--- src/rtl/game_sequencer.sv ---
// Flappy Bird game controller: button conditioning, IDLE/PLAY/DEAD sequencing,
// once-per-frame collision/floor check and saturating 4-digit BCD score.

module game_debounce #(
  parameter int CYCLES = 1000000
) (
  input  logic clk_i,
  input  logic rst_ni,
  input  logic btn_i,
  output logic press_o
);
  localparam int CW = (CYCLES > 1) ? $clog2(CYCLES) : 1;
  localparam logic [CW-1:0] CNT_MAX = CW'(CYCLES - 1);

  logic          s1_q, s2_q, acc_q, acc_prev_q;
  logic [CW-1:0] cnt_q;

  // The counter only runs while the synchronized level disagrees with the accepted one
  always_ff @(posedge clk_i or negedge rst_ni) begin
    if (!rst_ni) begin
      s1_q       <= 1'b0;
      s2_q       <= 1'b0;
      acc_q      <= 1'b0;
      acc_prev_q <= 1'b0;
      cnt_q      <= '0;
    end else begin
      s1_q       <= btn_i;
      s2_q       <= s1_q;
      acc_prev_q <= acc_q;
      if (s2_q == acc_q) begin
        cnt_q <= '0;
      end else if (cnt_q == CNT_MAX) begin
        acc_q <= s2_q;
        cnt_q <= '0;
      end else begin
        cnt_q <= cnt_q + 1'b1;
      end
    end
  end

  assign press_o = acc_q & ~acc_prev_q;
endmodule

module game_sequencer #(
  parameter int DEBOUNCE_CYCLES = 1000000,
  parameter int BIRD_SIZE       = 20,
  parameter int PIPE_WIDTH      = 60,
  parameter int GAP_HEIGHT      = 120,
  parameter int FLOOR_Y         = 460
) (
  input  logic        Clk,
  input  logic        Reset,
  input  logic        BtnStart,
  input  logic        BtnFlap,
  input  logic        FrameTick,
  input  logic [9:0]  BirdX,
  input  logic [9:0]  BirdY,
  input  logic [9:0]  PipeX,
  input  logic [9:0]  PipeY,
  output logic        Start,
  output logic        Flap,
  output logic        Running,
  output logic        Lost,
  output logic [15:0] Score,
  output logic [1:0]  State
);
  typedef enum logic [1:0] {
    S_IDLE = 2'b00,
    S_PLAY = 2'b01,
    S_DEAD = 2'b10
  } state_e;

  state_e      state_q, state_d;
  logic [15:0] score_q, score_d;
  logic        passed_q, passed_d;
  logic        flap_q, running_q, lost_q;
  logic        start_press, flap_press;

  game_debounce #(.CYCLES(DEBOUNCE_CYCLES)) u_db_start (
    .clk_i(Clk), .rst_ni(Reset), .btn_i(BtnStart), .press_o(start_press)
  );
  game_debounce #(.CYCLES(DEBOUNCE_CYCLES)) u_db_flap (
    .clk_i(Clk), .rst_ni(Reset), .btn_i(BtnFlap), .press_o(flap_press)
  );

  function automatic logic [15:0] bcd_inc(input logic [15:0] v);
    logic [15:0] r;
    logic        c;
    r = v;
    c = 1'b1;
    if (v == 16'h9999) return v;
    for (int i = 0; i < 4; i++) begin
      if (c) begin
        if (r[i*4 +: 4] == 4'd9) begin
          r[i*4 +: 4] = 4'd0;
        end else begin
          r[i*4 +: 4] = r[i*4 +: 4] + 4'd1;
          c = 1'b0;
        end
      end
    end
    return r;
  endfunction

  // 11-bit geometry so that edge sums never wrap
  logic [10:0] bx, by, px, py, bird_r, bird_b, pipe_r, gap_b;
  logic        x_ov, hit, scored, respawn;

  assign bx      = {1'b0, BirdX};
  assign by      = {1'b0, BirdY};
  assign px      = {1'b0, PipeX};
  assign py      = {1'b0, PipeY};
  assign bird_r  = bx + 11'(BIRD_SIZE);
  assign bird_b  = by + 11'(BIRD_SIZE);
  assign pipe_r  = px + 11'(PIPE_WIDTH);
  assign gap_b   = py + 11'(GAP_HEIGHT);
  assign x_ov    = (bird_r > px) && (bx < pipe_r);
  assign hit     = (x_ov && ((by < py) || (bird_b > gap_b))) || (bird_b >= 11'(FLOOR_Y));
  assign scored  = !hit && (pipe_r <= bx) && !passed_q;
  assign respawn = (px >= bird_r);

  always_comb begin
    state_d  = state_q;
    score_d  = score_q;
    passed_d = passed_q;
    Start    = 1'b0;
    unique case (state_q)
      S_IDLE: begin
        if (start_press) begin
          state_d  = S_PLAY;
          score_d  = 16'h0000;
          passed_d = 1'b0;
          Start    = 1'b1;
        end
      end
      S_PLAY: begin
        if (FrameTick) begin
          if (hit) begin
            state_d = S_DEAD;
          end else if (scored) begin
            score_d  = bcd_inc(score_q);
            passed_d = 1'b1;
          end
          if (respawn) passed_d = 1'b0;
        end
      end
      S_DEAD: begin
        if (start_press) state_d = S_IDLE;
      end
      default: state_d = S_IDLE;
    endcase
  end

  always_ff @(posedge Clk or negedge Reset) begin
    if (!Reset) begin
      state_q   <= S_IDLE;
      score_q   <= 16'h0000;
      passed_q  <= 1'b0;
      flap_q    <= 1'b0;
      running_q <= 1'b0;
      lost_q    <= 1'b0;
    end else begin
      state_q   <= state_d;
      score_q   <= score_d;
      passed_q  <= passed_d;
      flap_q    <= flap_press && (state_q == S_PLAY);
      running_q <= (state_q == S_PLAY);
      lost_q    <= (state_q == S_DEAD);
    end
  end

  assign Flap    = flap_q;
  assign Running = running_q;
  assign Lost    = lost_q;
  assign Score   = score_q;
  assign State   = state_q;
endmodule

--- config.mk ---
export PLATFORM = sky130hd
export DESIGN_NAME = game_sequencer
export DESIGN_NICKNAME = d
export VERILOG_FILES = /design/src/rtl/game_sequencer.sv
export SDC_FILE = /design/constraint.sdc
export NUM_CORES = 1
export LEC_CHECK = 0
export ABC_AREA = 1
export BUFFER_PORTS_ARGS = -buffer_cell sky130_fd_sc_hd__buf_2
export CAP_MARGIN = 30
export CORE_UTILIZATION = 35
export CTS_CLUSTER_DIAMETER = 30
export DETAILED_ROUTE_END_ITERATION = 7
export PLACE_DENSITY = 0.58
export RECOVER_POWER = 100
export SLEW_MARGIN = 15
export SYNTH_ARGS = -nofsm -noshare
export SYNTH_HDL_FRONTEND = slang
export SYNTH_HIERARCHICAL = 1
export SYNTH_SLANG_ARGS = --single-unit
--- constraint.sdc ---
create_clock -name Clk -period 2.06 [get_ports Clk]
set_clock_uncertainty 0.05 [all_clocks]
set_input_delay 0.103 -clock Clk [delete_from_list [all_inputs] [get_ports Clk]]
set_output_delay 0.103 -clock Clk [all_outputs]
set_load 0.02 [all_outputs]
# After elaboration in Yosys (flattened, before gate mapping)

Index checks and enable logic that the tools add are counted.

Register bits: 70
Logic and storage cells: 139
Bits of input ports: 45
Output and inout port bits: 22

Equality and inequality tests: 23
Mux-type cells: 55
Bitwise operators: 6
Add/sub/neg operators: 10
Reduce and logical (&&, ||, !) cells: 19
Order comparisons: 7

Operators by type and width:

| kind                                                                   | count |
|---|---|
| 16-bit 2-to-1 mux                                                      | 5 |
| 20-bit 2-to-1 mux                                                      | 4 |
| 20-bit by 1-bit adder with 20-bit output, second input constant        | 2 |
| 20-bit equality test, second input constant                            | 2 |
| 1-bit 2-to-1 mux                                                       | 32 |
| 16-bit case mux with 2 select lines                                    | 1 |
| 4-bit 2-to-1 mux                                                       | 7 |
| 10-bit by 5-bit adder with 11-bit output, second input constant        | 2 |
| 7-bit AND reduction                                                    | 3 |
| 3-bit inequality test, second input constant                           | 6 |
| 4-bit by 1-bit adder with 4-bit output, second input constant          | 4 |
| 16-bit equality test, second input constant                            | 1 |
| 4-bit equality test, second input constant                             | 4 |
| 2-bit inequality test, second input constant                           | 6 |
| 10-bit by 6-bit adder with 11-bit output, second input constant        | 1 |
| 10-bit by 7-bit adder with 11-bit output, second input constant        | 1 |
| 10-bit by 11-bit >= comparator with 1-bit output                       | 1 |
| 11-bit by 9-bit >= comparator with 1-bit output, second input constant | 1 |
| 11-bit by 10-bit greater-than comparator with 1-bit output             | 1 |
| 11-bit greater-than comparator                                         | 1 |
| 11-bit by 10-bit less-or-equal comparator with 1-bit output            | 1 |
| 10-bit by 11-bit less-than comparator with 1-bit output                | 1 |
| 10-bit less-than comparator                                            | 1 |
| 2-bit 2-to-1 mux                                                       | 4 |
| other kinds (16)                                                       | 28 |

# Longest topological paths before layout

Word-level depth: 35
Gate-level depth with buffers: 22
Depth with buffers taken out: 22

# By module

Netlist, hierarchy kept.

By module, submodules not included:

| module         | area each (sq um) | instances | cells each | sequential area each (sq um) |
|---|---|---|---|---|
| game_sequencer | 2817.7            | 1         | 405        | 550.5 |
| game_debounce  | 1293.7            | 2         | 163        | 600.6 |

# Worst setup path after synthesis

OpenSTA, ideal clock, no wires.

Path type: input to register
From: input port BirdY[2]
To: register score_q[8] (netlist: Score[8])
Library setup time: 0.118 ns
Data required time: 1.892 ns
Setup slack: -0.313 ns
Arrival time: 2.205 ns
Buffers on the path: 1
Stages: 20
Path through: ha_1 nor2_1 nor2_1 nand2_1 xor2_1 inv_1 ha_1 a21oi_1 nor2_1 a211oi_1 nand2_1 nand2_1 nand2_1 nand2_1 nand3_2 o21ai_2 buf_6 nand2_4 nand2_1 nand2_1

Word-level cells in the longest chain between the ends: 10
Elaborated cells between the ends (all ways): 13
Those cells by class: add/sub: 1; order compare: 3; eq/ne: 2; reduce/logical: 7

RTL lines:

| item                                     | line | text |
|---|---|---|
| start: declaration                       | 57   | `input logic [9:0] BirdY,` |
| 10-bit by 5-bit adder with 11-bit output | 114  | `assign bird_b = by + 11'(BIRD_SIZE);` |
| 11-bit greater-than comparator           | 118  | `assign hit = (x_ov && ((by < py) \|\| (bird_b > gap_b))) \|\| (bird_b >= 11'(FLOOR_Y));` |
| 1-bit logical OR                         | 118  |  |
| 1-bit logical AND                        | 118  |  |
| 1-bit logical OR (*)                     | 118  |  |
| 1-bit zero test                          | 119  | `assign scored = !hit && (pipe_r <= bx) && !passed_q;` |
| 1-bit logical AND (2 in series)          | 119  |  |
| 2-bit inequality test (no line)          | -    |  |
| 7-bit AND reduction (no line) (*)        | -    |  |
| end signal: assignment                   | 164  | `score_q <= score_d;` |
| end: declaration                         | 74   | `logic [15:0] score_q, score_d;` |

Mark *: on every way between the ends. The rest lies on a longest branch, timed or not.
A chain may end at the register's enable or synchronous reset.

# Worst setup path in the final report

From: input port PipeX[2]
To: register score_q[5] (netlist: Score[5])

Word-level cells in the longest chain between the ends: 10
Elaborated cells between the ends (all ways): 13
Those cells by class: add/sub: 1; order compare: 3; eq/ne: 2; reduce/logical: 7

RTL lines:

| item                                                    | line | text |
|---|---|---|
| start: declaration                                      | 58   | `input logic [9:0] PipeX,` |
| 10-bit by 6-bit adder with 11-bit output                | 115  | `assign pipe_r = px + 11'(PIPE_WIDTH);` |
| 10-bit by 11-bit less-than comparator with 1-bit output | 117  | `assign x_ov = (bird_r > px) && (bx < pipe_r);` |
| 1-bit logical AND                                       | 117  |  |
| 1-bit logical AND                                       | 118  |  |
| 1-bit logical OR                                        | 118  |  |
| 1-bit zero test                                         | 119  |  |
| 1-bit logical AND (2 in series)                         | 119  |  |
| 2-bit inequality test (no line)                         | -    |  |
| 7-bit AND reduction (no line) (*)                       | -    |  |

Marked as above.

==> results.toml <==
[setup_path]
required_ns = 2.24
reg2reg_from = "Score[5]"
worstSetupStartpoint = "PipeX[2]"
path_cells = "buf_4 -> inv_4 -> nand2_2 -> or2_4 -> nand2_4 -> nor2_4 -> xor2_2 -> ha_1 -> inv_2 -> nor2_2 -> nor3b_2 -> nand2_2 -> a21oi_2 -> nand3_4 -> o21ai_4 -> buf_12 -> nand2_8 -> nand2_4 -> nand2_2"
max_stage_delay_ns = 0.30
cp_data_arrival_time_ns = 2.48
ff2ff_setup_slack_ns = 0
slowest_stage = "ha_1"
cp_max_fo = 8
crit_top_cell = "nand2_2"
r2r_end = "Score[14]"
critPathCaptureType = "register"
critPathKind = "input pin to register"
crit_path_start_kind = "input pin"
rr_worst_depth = 10

[worst_hold_path]
min_delay_worst_endpoint = "State[1]"
worstHoldStart = "FrameTick"
min_path_cells = 5
hp-class = "input pin to register"

[yosys]
netlist_instances = 731
ys_types = 40
synthTopCellsByArea = "dfrtp_1 (32%), ha_1 (12%), nand2_1 (11%)"
syn_area_per_cell_um2 = 7.39
synth_top_area_share_pct = 32.4
postSynth.asyncResetShare_pct = 100
synth_edf_count = 0
yosysWarnings = 6
synthesis.nets = 827
post-synth-top-area-cell = "dfrtp_1"
syn-cell-area_um2 = 5410
synth-seq-cells = 70
synth_seq_area_share_pct = 32.4
synthFlopType = "dfrtp_1"

[sta]
relSlewSlack_pct = 37.5
slew_viol_final = 0
setup_ws_ns = -0.244
totalNegativeSetupSlack_ns = -3.65
min_period_over_period_pct = 112
setup_viol = 18
max_freq_mhz = 434
rsz0062_at_grt = "yes"
fin_crit_ns = 2.30
hold_viol = 0
worstMarginPinSlew_ns = 0.938
whs_ns = 0.255

[clock_tree]
cts.reportedPaths.clkPinSlew_ns = 0.06
cts_buffers = 9
cts_sinks = 70
clock_latency_ns = 0.33
ctsHtreeMaxLevel = 3
max-clock-path-buffers = 2
tritoncts = "yes"
clockRootBuffer = "clkbuf_16"

[cells_and_area]
finalInstanceArea_um2 = 7370
final_common_cell = "nand2_1"
diodes = 0
layout.nets = 991
mostFrequentLayoutCells = "nand2_1 (129), nor2_1 (111), buf_4 (83)"
areaGrowthSynthToFinish_pct = 36.4
drive_above_1_share_pct = 32.6
stdcell_count = 1087
fillers = 1519

[floorplanning]
die_area_um2 = 15900
io_pins = 67
core.rowCount = 45
die-width_um = 126
start_util_pct = 35.7
chipHeight_um = 126
core-area_um2 = 15100

[pwr]
p_sw_uw = 949
cellPowerDensity_nw_per_um2 = 494
total_leakage_power_nw = 3.59
p_sw_share_pct = 26.1
irDropWorstVdd_mv = 0.366
clkPwrFrac_pct = 42.1
power_frac_comb_pct = 19.5
intPower_mw = 2.69
seqPwrFrac_pct = 38.4

[drt]
dr_total_vias = 5086
first_pass_iters = 4
antenna_left = 0
wl_per_cell_um = 12.3
drt_wl_total_mm = 13.3
drt_iter0_drc = 291
vias_per_cell = 4.68
drcViolationCount = 0

[placement]
gp_congestion = 0.867
dpl_cell_area_um2 = 6590
io_buffers = 66
hpwl_mm = 10.3
post-place-ws_ns = -0.755
dp.cells = 1061

[grt]
grt_pass1_wl_mm = 22.7
grt_start_max_net_pins = 39
overflow = 0
antenna_found_initial = 0
grt_pass1_vias = 4914
grtUsageTotal_pct = 17.6

[outcome]
violations = "negative setup slack"
status = "finished, violations left"

[job]
max_cap_violations = 0
synthesized netlist by cell type (all sizes together), types with 3 or more instances:
cell and count:
nand3b 7, dfrtp 70, inv 89, o21ai 19
nor3b 8, nand4 14, xnor2 9, or2 4
nor3 8, nand3 65, xor2 36, nor2 145
buf 3, nand2 169, ha 51, a21oi 24
cells by family after synthesis:
family                     synth area share [%]
xor gates and xnor gates                   7.57
AOI/OAI and AO/OA                          5.69
adders and majority gates                  11.8
DFF                                        32.4
and+or+nand+nor                            35.9
buffers and inverters                      6.60
layer usage:
metal | track usage, % | wire length, µm | vias to the layer above
li1 | - | - | 2675
met1 | 23.7 | 6460 | 2329
met2 | 28.2 | 6170 | 68
met3 | 4.50 | 583 | 14
met4 | 4.11 | 128 | 0
met5 | 0 | 0 | -
final cells by class:
cell class / instances / area [µm²] / area share, %
Timing Repair Buffer: 156 / 1080 / 14.6
Clock inverter: 3 / 45.0 / 0.611
Clock buffer: 12 / 246 / 3.34
Inverter: 89 / 337 / 4.56
Tap cell: 188 / 235 / 3.19
Sequential cell: 70 / 1750 / 23.8
Multi-Input combinational cell: 569 / 3680 / 49.9
through the flow:
stage | util (%) | total power, mW
after global routing | 48.7 | 3.84
after detailed placement | 43.5 | 2.01
final | 48.7 | 3.64
after global placement | 43.5 | 2.01
after CTS | 46.9 | 3.60
after floorplan | - | 1.73
state kept, by name, summed over array words and instances, names as in the netlist, 2 cells and up:
| register | flops |
|---|---|
| Score | 16 |
| State | 2 |
| u_db_flap/cnt_q | 20 |
| u_db_start/cnt_q | 20 |
timing repair:
action                     4_1_cts  5_1_grt
hold buffers                     3        0
pin swaps                       20       37
hold endpoints to repair        39        0
setup endpoints to repair       19       19
gates cloned                     1        0
resized for setup               31       78
buffers inserted                 3        6
power groups by stage:
stage / sequential [mW] / combinational [mW] / clock, mW
after floorplan: 1.42 / 0.311 / 0
after global placement: 1.42 / 0.587 / 0
after detailed placement: 1.42 / 0.591 / 0
after CTS: 1.40 / 0.633 / 1.57
after global routing: 1.40 / 0.806 / 1.64
final: 1.40 / 0.710 / 1.53
worst max-delay path: cells and delay by family:
family / cells / cell delay [ns]
AND/OR/NAND/NOR: 11 / 1.09
XOR/XNOR: 1 / 0.14
buffers and inverters: 4 / 0.43
adder cells (fa/ha/maj): 1 / 0.30
AO/OA/AOI/OAI: 2 / 0.42
worst max-delay path by stage:
| stage | endpoint | slack (ns) | depth (start not counted) |
|---|---|---|---|
| after detailed placement | Score[12] | -0.75 | 19 |
| after CTS | Score[14] | -0.24 | 21 |
| final | Score[5] | -0.24 | 19 |
| after global placement | Score[4] | -0.75 | 19 |
| after global routing | Score[6] | -0.40 | 22 |
| after floorplan | Score[12] | -0.27 | 20 |
Power figures use the tool's default switching activity.
